==> src/rtl/nibble_serial_addsub_ctrl.sv <==
`default_nettype none
// ============================================================================
//  Module   : nibble_serial_addsub_ctrl
//  Purpose  : Two-requester arbiter and sequencer that runs a 4*NIBBLES-bit
//             add/subtract through a shared 4-bit slice, one nibble per cycle,
//             and returns a registered result with carry and overflow flags.
//  Revision : 1.0  initial release
// ============================================================================
module nibble_serial_addsub_ctrl #(
  parameter int NIBBLES = 4
) (
  input  logic                   clk,
  input  logic                   rst_n,
  input  logic                   req0,
  input  logic [4*NIBBLES-1:0]   a0,
  input  logic [4*NIBBLES-1:0]   b0,
  input  logic                   sub0,
  input  logic                   req1,
  input  logic [4*NIBBLES-1:0]   a1,
  input  logic [4*NIBBLES-1:0]   b1,
  input  logic                   sub1,
  output logic                   gnt0,
  output logic                   gnt1,
  output logic                   busy,
  output logic                   done,
  output logic                   owner,
  output logic [4*NIBBLES-1:0]   result,
  output logic                   cout,
  output logic                   ovf
);

  localparam int W  = 4 * NIBBLES;
  localparam int CW = (NIBBLES > 1) ? $clog2(NIBBLES) : 1;
  localparam logic [CW-1:0] C_LAST_NIB = CW'(NIBBLES - 1);

  typedef enum logic [1:0] {
    IDLE = 2'd0,
    CALC = 2'd1,
    DONE = 2'd2
  } state_t;

  state_t          state_q, state_d;
  logic [W-1:0]    a_q, a_d;        // operand A, shifted right one nibble per CALC cycle
  logic [W-1:0]    b_q, b_d;        // operand B, shifted in step with A
  logic [W-1:0]    acc_q, acc_d;    // sum nibbles enter at the top and shift down
  logic            sub_q, sub_d;
  logic            carry_q, carry_d;
  logic [CW-1:0]   cnt_q, cnt_d;
  logic            a_msb_q, a_msb_d;   // A[W-1], kept for the overflow flag
  logic            bp_msb_q, bp_msb_d; // (B ^ sub)[W-1], kept for the overflow flag
  logic            last_q, last_d;     // requester served most recently
  logic            gnt0_q, gnt0_d;
  logic            gnt1_q, gnt1_d;
  logic            busy_q, busy_d;
  logic            done_q, done_d;
  logic            owner_q, owner_d;
  logic [W-1:0]    result_q, result_d;
  logic            cout_q, cout_d;
  logic            ovf_q, ovf_d;

  logic [4:0]      slice_sum;
  logic            pick;

  // Next-state, arbitration and shared-slice datapath
  always_comb begin
    state_d  = state_q;
    a_d      = a_q;
    b_d      = b_q;
    acc_d    = acc_q;
    sub_d    = sub_q;
    carry_d  = carry_q;
    cnt_d    = cnt_q;
    a_msb_d  = a_msb_q;
    bp_msb_d = bp_msb_q;
    last_d   = last_q;
    gnt0_d   = 1'b0;
    gnt1_d   = 1'b0;
    done_d   = 1'b0;
    owner_d  = owner_q;
    result_d = result_q;
    cout_d   = cout_q;
    ovf_d    = ovf_q;
    pick     = 1'b0;

    // The slice always looks at the lowest nibble of the shifting operands.
    slice_sum = {1'b0, a_q[3:0]} + {1'b0, b_q[3:0] ^ {4{sub_q}}} + {4'b0000, carry_q};

    case (state_q)
      IDLE: begin
        if (req0 || req1) begin
          // On a tie the requester not served last wins; otherwise the lone one.
          pick     = (req0 && req1) ? ~last_q : req1;
          a_d      = pick ? a1 : a0;
          b_d      = pick ? b1 : b0;
          sub_d    = pick ? sub1 : sub0;
          carry_d  = pick ? sub1 : sub0;
          a_msb_d  = pick ? a1[W-1] : a0[W-1];
          bp_msb_d = pick ? (b1[W-1] ^ sub1) : (b0[W-1] ^ sub0);
          cnt_d    = '0;
          last_d   = pick;
          gnt0_d   = ~pick;
          gnt1_d   = pick;
          state_d  = CALC;
        end
      end
      CALC: begin
        acc_d   = (acc_q >> 4) | (W'(slice_sum[3:0]) << (W - 4));
        a_d     = a_q >> 4;
        b_d     = b_q >> 4;
        carry_d = slice_sum[4];
        cnt_d   = cnt_q + CW'(1);
        if (cnt_q == C_LAST_NIB) begin
          state_d = DONE;
        end
      end
      DONE: begin
        // First DONE cycle publishes the result; the second (done high) exits.
        if (!done_q) begin
          result_d = acc_q;
          cout_d   = carry_q;
          ovf_d    = (a_msb_q == bp_msb_q) && (acc_q[W-1] != a_msb_q);
          owner_d  = last_q;
          done_d   = 1'b1;
        end else begin
          state_d = IDLE;
        end
      end
      default: begin
        state_d = IDLE;
      end
    endcase

    busy_d = (state_d != IDLE);
  end

  // State and output registers with synchronous active-low reset
  always_ff @(posedge clk) begin
    if (!rst_n) begin
      state_q  <= IDLE;
      a_q      <= '0;
      b_q      <= '0;
      acc_q    <= '0;
      sub_q    <= 1'b0;
      carry_q  <= 1'b0;
      cnt_q    <= '0;
      a_msb_q  <= 1'b0;
      bp_msb_q <= 1'b0;
      last_q   <= 1'b1;  // makes requester 0 win the first tie after reset
      gnt0_q   <= 1'b0;
      gnt1_q   <= 1'b0;
      busy_q   <= 1'b0;
      done_q   <= 1'b0;
      owner_q  <= 1'b0;
      result_q <= '0;
      cout_q   <= 1'b0;
      ovf_q    <= 1'b0;
    end else begin
      state_q  <= state_d;
      a_q      <= a_d;
      b_q      <= b_d;
      acc_q    <= acc_d;
      sub_q    <= sub_d;
      carry_q  <= carry_d;
      cnt_q    <= cnt_d;
      a_msb_q  <= a_msb_d;
      bp_msb_q <= bp_msb_d;
      last_q   <= last_d;
      gnt0_q   <= gnt0_d;
      gnt1_q   <= gnt1_d;
      busy_q   <= busy_d;
      done_q   <= done_d;
      owner_q  <= owner_d;
      result_q <= result_d;
      cout_q   <= cout_d;
      ovf_q    <= ovf_d;
    end
  end

  assign gnt0   = gnt0_q;
  assign gnt1   = gnt1_q;
  assign busy   = busy_q;
  assign done   = done_q;
  assign owner  = owner_q;
  assign result = result_q;
  assign cout   = cout_q;
  assign ovf    = ovf_q;

endmodule
`default_nettype wire

==> config.mk <==
export PLATFORM = sky130hd
export DESIGN_NAME = nibble_serial_addsub_ctrl
export DESIGN_NICKNAME = d
export VERILOG_FILES = /design/src/rtl/nibble_serial_addsub_ctrl.sv
export SDC_FILE = /design/constraint.sdc
export NUM_CORES = 1
export LEC_CHECK = 0
export CORE_ASPECT_RATIO = 1.1
export CORE_MARGIN = 4
export CORE_UTILIZATION = 35
export DETAILED_ROUTE_END_ITERATION = 10
export PLACE_DENSITY = 0.71
export SLEW_MARGIN = 20
export SYNTH_ARGS = -nofsm -noshare
export SYNTH_HDL_FRONTEND = slang
export SYNTH_SLANG_ARGS = --single-unit
==> constraint.sdc <==
create_clock -name clk -period 2.4 [get_ports clk]
set_input_delay 0.6 -clock clk [delete_from_list [all_inputs] [get_ports clk]]
set_output_delay 0.6 -clock clk [all_outputs]
set_load 0.1 [all_outputs]
==> results.sh <==
export IMPL_synthDominantAreaCellType="sky130_fd_sc_hd__dfxtp_1"
export IMPL_core_um2=10340
export IMPL_final_slew_violations=0
export IMPL_report_final_hold_viol_count=0
export IMPL_cts_inserted_buffers=9
export IMPL_place_worst_setup_slack_ps=194.8
export IMPL_timing_reg2reg_worst_path_depth=6
export IMPL_dieArea_um2=12270
export IMPL_switching_power_uw=875.3
export IMPL_fin_skew_ps=8.388
export IMPL_worst_ep_required_time_ps=2620
export IMPL_filler_cell_count=1025
export IMPL_grt_first_pass_wirelength_mm=14.46
export IMPL_setup_ws_ps=526.9
export IMPL_cp_slowest_cell="sky130_fd_sc_hd__clkdlybuf4s50_1"
export IMPL_post_synth_instance_area_um2=3695
export IMPL_synth_ff_latch_count=80
export IMPL_port_buffers=92
export IMPL_die_x_um=106.0
export IMPL_slowest_delay_ps=610
export IMPL_synth_top_cells_by_count="sky130_fd_sc_hd__dfxtp_1 (80), sky130_fd_sc_hd__nand2_1 (66), sky130_fd_sc_hd__a21oi_1 (38)"
export IMPL_switching_share_pct=26.87
export IMPL_drt_antenna_violating_nets=0
export IMPL_globalRouteOverflowTotal=0
export IMPL_number_of_enable_type_register_cells_in_the_synthesized_netlist=0
export IMPL_postSynth_topFlopCell="sky130_fd_sc_hd__dfxtp_1"
export IMPL_grt_max_degree=38
export IMPL_hp_class="reg2reg"
export IMPL_tightestPinTransition_ps=666.9
export IMPL_finish_cell_count_without_fillers=630
export IMPL_cap_viol_max_count=0
export IMPL_worstSetupEndpointType="register"
export IMPL_cts_sink_count=80
export IMPL_hold_ws_ps=451.8
export IMPL_layout_nets=558
export IMPL_first_iter_violations=126
export IMPL_grt_use_total_pct=14.46
export IMPL_tns_ps=0
export IMPL_arrival_ps=2090
export IMPL_comb_power_share_pct=15.7
export IMPL_yosys_warnings=0
export IMPL_syn2layout_area_growth_pct=33.66
export IMPL_worst_slew_margin_rel_pct=55.54
export IMPL_antenna_diode_count=0
export IMPL_setup_repair_after_global_routing_missed_its_margin="false"
export IMPL_critPathMaxFanout=30
export IMPL_internal_dissipation_uw=2383
export IMPL_ctsHoldBuffers=0
export IMPL_worst_hold_path_num_cells=2
export IMPL_vias=3141
export IMPL_cts_tree="done"
export IMPL_post_cts_resized=0
export IMPL_ctsLongestPathBuffers=2
export IMPL_syn_instance_count=401
export IMPL_remaining_drc_errors=0
export IMPL_post_synth_main_area_contributors="sky130_fd_sc_hd__dfxtp_1 (43%), sky130_fd_sc_hd__mux2i_1 (8.9%), sky130_fd_sc_hd__nand2_1 (6.7%)"
export IMPL_max_freq_ghz=0.5339
export IMPL_hold_path_endpoint="result[3]$_SDFFE_PN0P_"
export IMPL_row_count=39
export IMPL_gpl_final_weighted_congestion=0.7453
export IMPL_first_global_vias=3085
export IMPL_r2r_end="carry_q$_SDFFE_PN0P_"
export IMPL_cts_root_buffer_cell="sky130_fd_sc_hd__clkbuf_16"
export IMPL_vias_per_instance=4.986
export IMPL_seq_power_share_pct=45.2
export IMPL_cts_htree_levels=3
export IMPL_placed_cells_incl_taps=614
export IMPL_clock_insertion_delay_worst_skew_ps=340
export IMPL_total_wirelength_mm=8.764
export IMPL_core_utilization_of_the_finished_layout_pct=47.74
export IMPL_synth_most_common_cell="sky130_fd_sc_hd__dfxtp_1"
export IMPL_synth_top_cell_area_share_pct=43.35
export IMPL_hpwlAfterDp_mm=6.351
export IMPL_synth_async_sr_flop_share_pct=0
export IMPL_total_leakage_power_uw=0.001815
export IMPL_power_share_clock_pct=39.1
export IMPL_start_util_pct=35.72
export IMPL_synth_cell_type_count=45
export IMPL_chipHeight_um=115.8
export IMPL_peak_vdd_ir_uv=303.0
export IMPL_firstDrtPassIters=4
export IMPL_power_per_cell_area_nw_per_um2=659.7
export IMPL_synthesis_nets=477
export IMPL_syn_area_per_cell_um2=9.214
export IMPL_min_period_ps=1873
export IMPL_run_status="finished clean"
export IMPL_post_cts_buffers=0
export IMPL_clk_transition_reported_paths_ps=60
export IMPL_drive_gt1_share_pct=12.53
export IMPL_ports=93
export IMPL_hp_start="acc_q[3]$_SDFFE_PN0P_"
export IMPL_grt_antenna_before_repair=0
export IMPL_post_drt_wl_per_cell_um=13.91
export IMPL_finalSetupViolations=0
export IMPL_seq_area_frac_synth_pct=43.35
export IMPL_regToRegStartpoint="b_q[0]$_SDFFE_PN0P_"
export IMPL_crit_path_cell_trace="clkdlybuf4s50_1, a21boi_4, buf_12, mux2i_1, o2bb2ai_1"
export IMPL_critical_path_class="in2reg"
export IMPL_fin_crit_sh_pct=78.05
export IMPL_timing_critical_path_from_type="input pin"
export IMPL_r2r_slack_ps=580
==> worst max path at each step <==
stage | start | to | slack (ps) | cells past startpoint
floorplan | sub_q$_SDFFE_PN0P_ | carry_q$_SDFFE_PN0P_ | 530 | 7
finish | req1 | b_q[15]$_SDFFE_PN0P_ | 530 | 5
CTS | req1 | b_q[15]$_SDFFE_PN0P_ | 540 | 5
global route | b_q[0]$_SDFFE_PN0P_ | carry_q$_SDFFE_PN0P_ | 410 | 6
detailed placement | req1 | a_q[3]$_SDFFE_PN0P_ | 190 | 5
global placement | req1 | a_q[3]$_SDFFE_PN0P_ | 210 | 5
==> kinds of logic (layout without fill, tap and decap cells) <==
family	Yosys count	count (layout)	share of synthesized area, %
muxes	33	33	8.940
adders and majority gates	6	6	2.438
and+or+nand+nor	123	123	16.09
xor gates and xnor gates	7	7	1.659
DFF	80	80	43.35
buffers and inverters	39	125	6.637
AOI/OAI and AO/OA	113	113	20.89
==> flip-flops by register name (all words and copies together), names as in the netlist <==
name,count
a_q,16
acc_q,16
b_q,16
result,16
cnt_q,2
state_q,2
a_msb_q,1
bp_msb_q,1
busy,1
carry_q,1
cout,1
done,1
gnt0,1
gnt1,1
last_q,1
ovf,1
owner,1
sub_q,1
==> power by group through the flow <==
stage,sequential [uW],combinational (uW),clock (uW)
5_1_grt,1480,563,1350
2_1_floorplan,1500,317,0
3_3_place_gp,1500,503,0
4_1_cts,1470,517,1300
6_report,1470,512,1270
3_5_place_dp,1500,514,0
==> through the flow <==
step	power, uW	area, um^2
after floorplan	1819	3695
after global placement	2001	4658
after detailed placement	2016	4658
after CTS	3293	4938
after global routing	3400	4938
final	3258	4938
==> layer usage <==
layer / vias up / track usage [%] / wire length (um)
li1: 1602 / - / -
met4: 0 / 6.390 / 136
met2: 91 / 24.96 / 4405
met1: 1435 / 17.48 / 3706
met3: 13 / 3.064 / 515
met5: - / 0 / 0
==> cells in the final DEF (no fill, tap or decap), drive strengths merged, types with 2 or more instances in the layout <==
master,instances
a211oi,3
a21oi,38
a221oi,26
and2,25
buf,35
clkbuf,9
clkdlybuf4s50,69
clkinv,3
clkinvlp,2
dfxtp,80
fa,2
ha,4
inv,7
mux2i,33
nand2,66
nand2b,2
nand3,4
nor2,12
nor2b,4
nor3,2
nor3b,2
o21a,2
o21ai,5
o22ai,25
o2bb2ai,8
or2,2
xnor2,2
xor2,5
==> final cells by class <==
type / instances / area, um^2 / area share [%]
Multi-Input combinational cell: 282 / 1868 / 37.83
Sequential cell: 80 / 1602 / 32.43
Timing Repair Buffer: 104 / 991.0 / 20.07
Clock buffer: 9 / 225.2 / 4.560
Tap cell: 143 / 178.9 / 3.623
Clock inverter: 7 / 55.05 / 1.115
Inverter: 5 / 18.77 / 0.3800
==> critical path: cells and delay by family <==
kind	cells	cell delay [ps]
buf+inv	2	850
compound gates	2	350
mux	1	290
(Power assumes the default switching activity.)
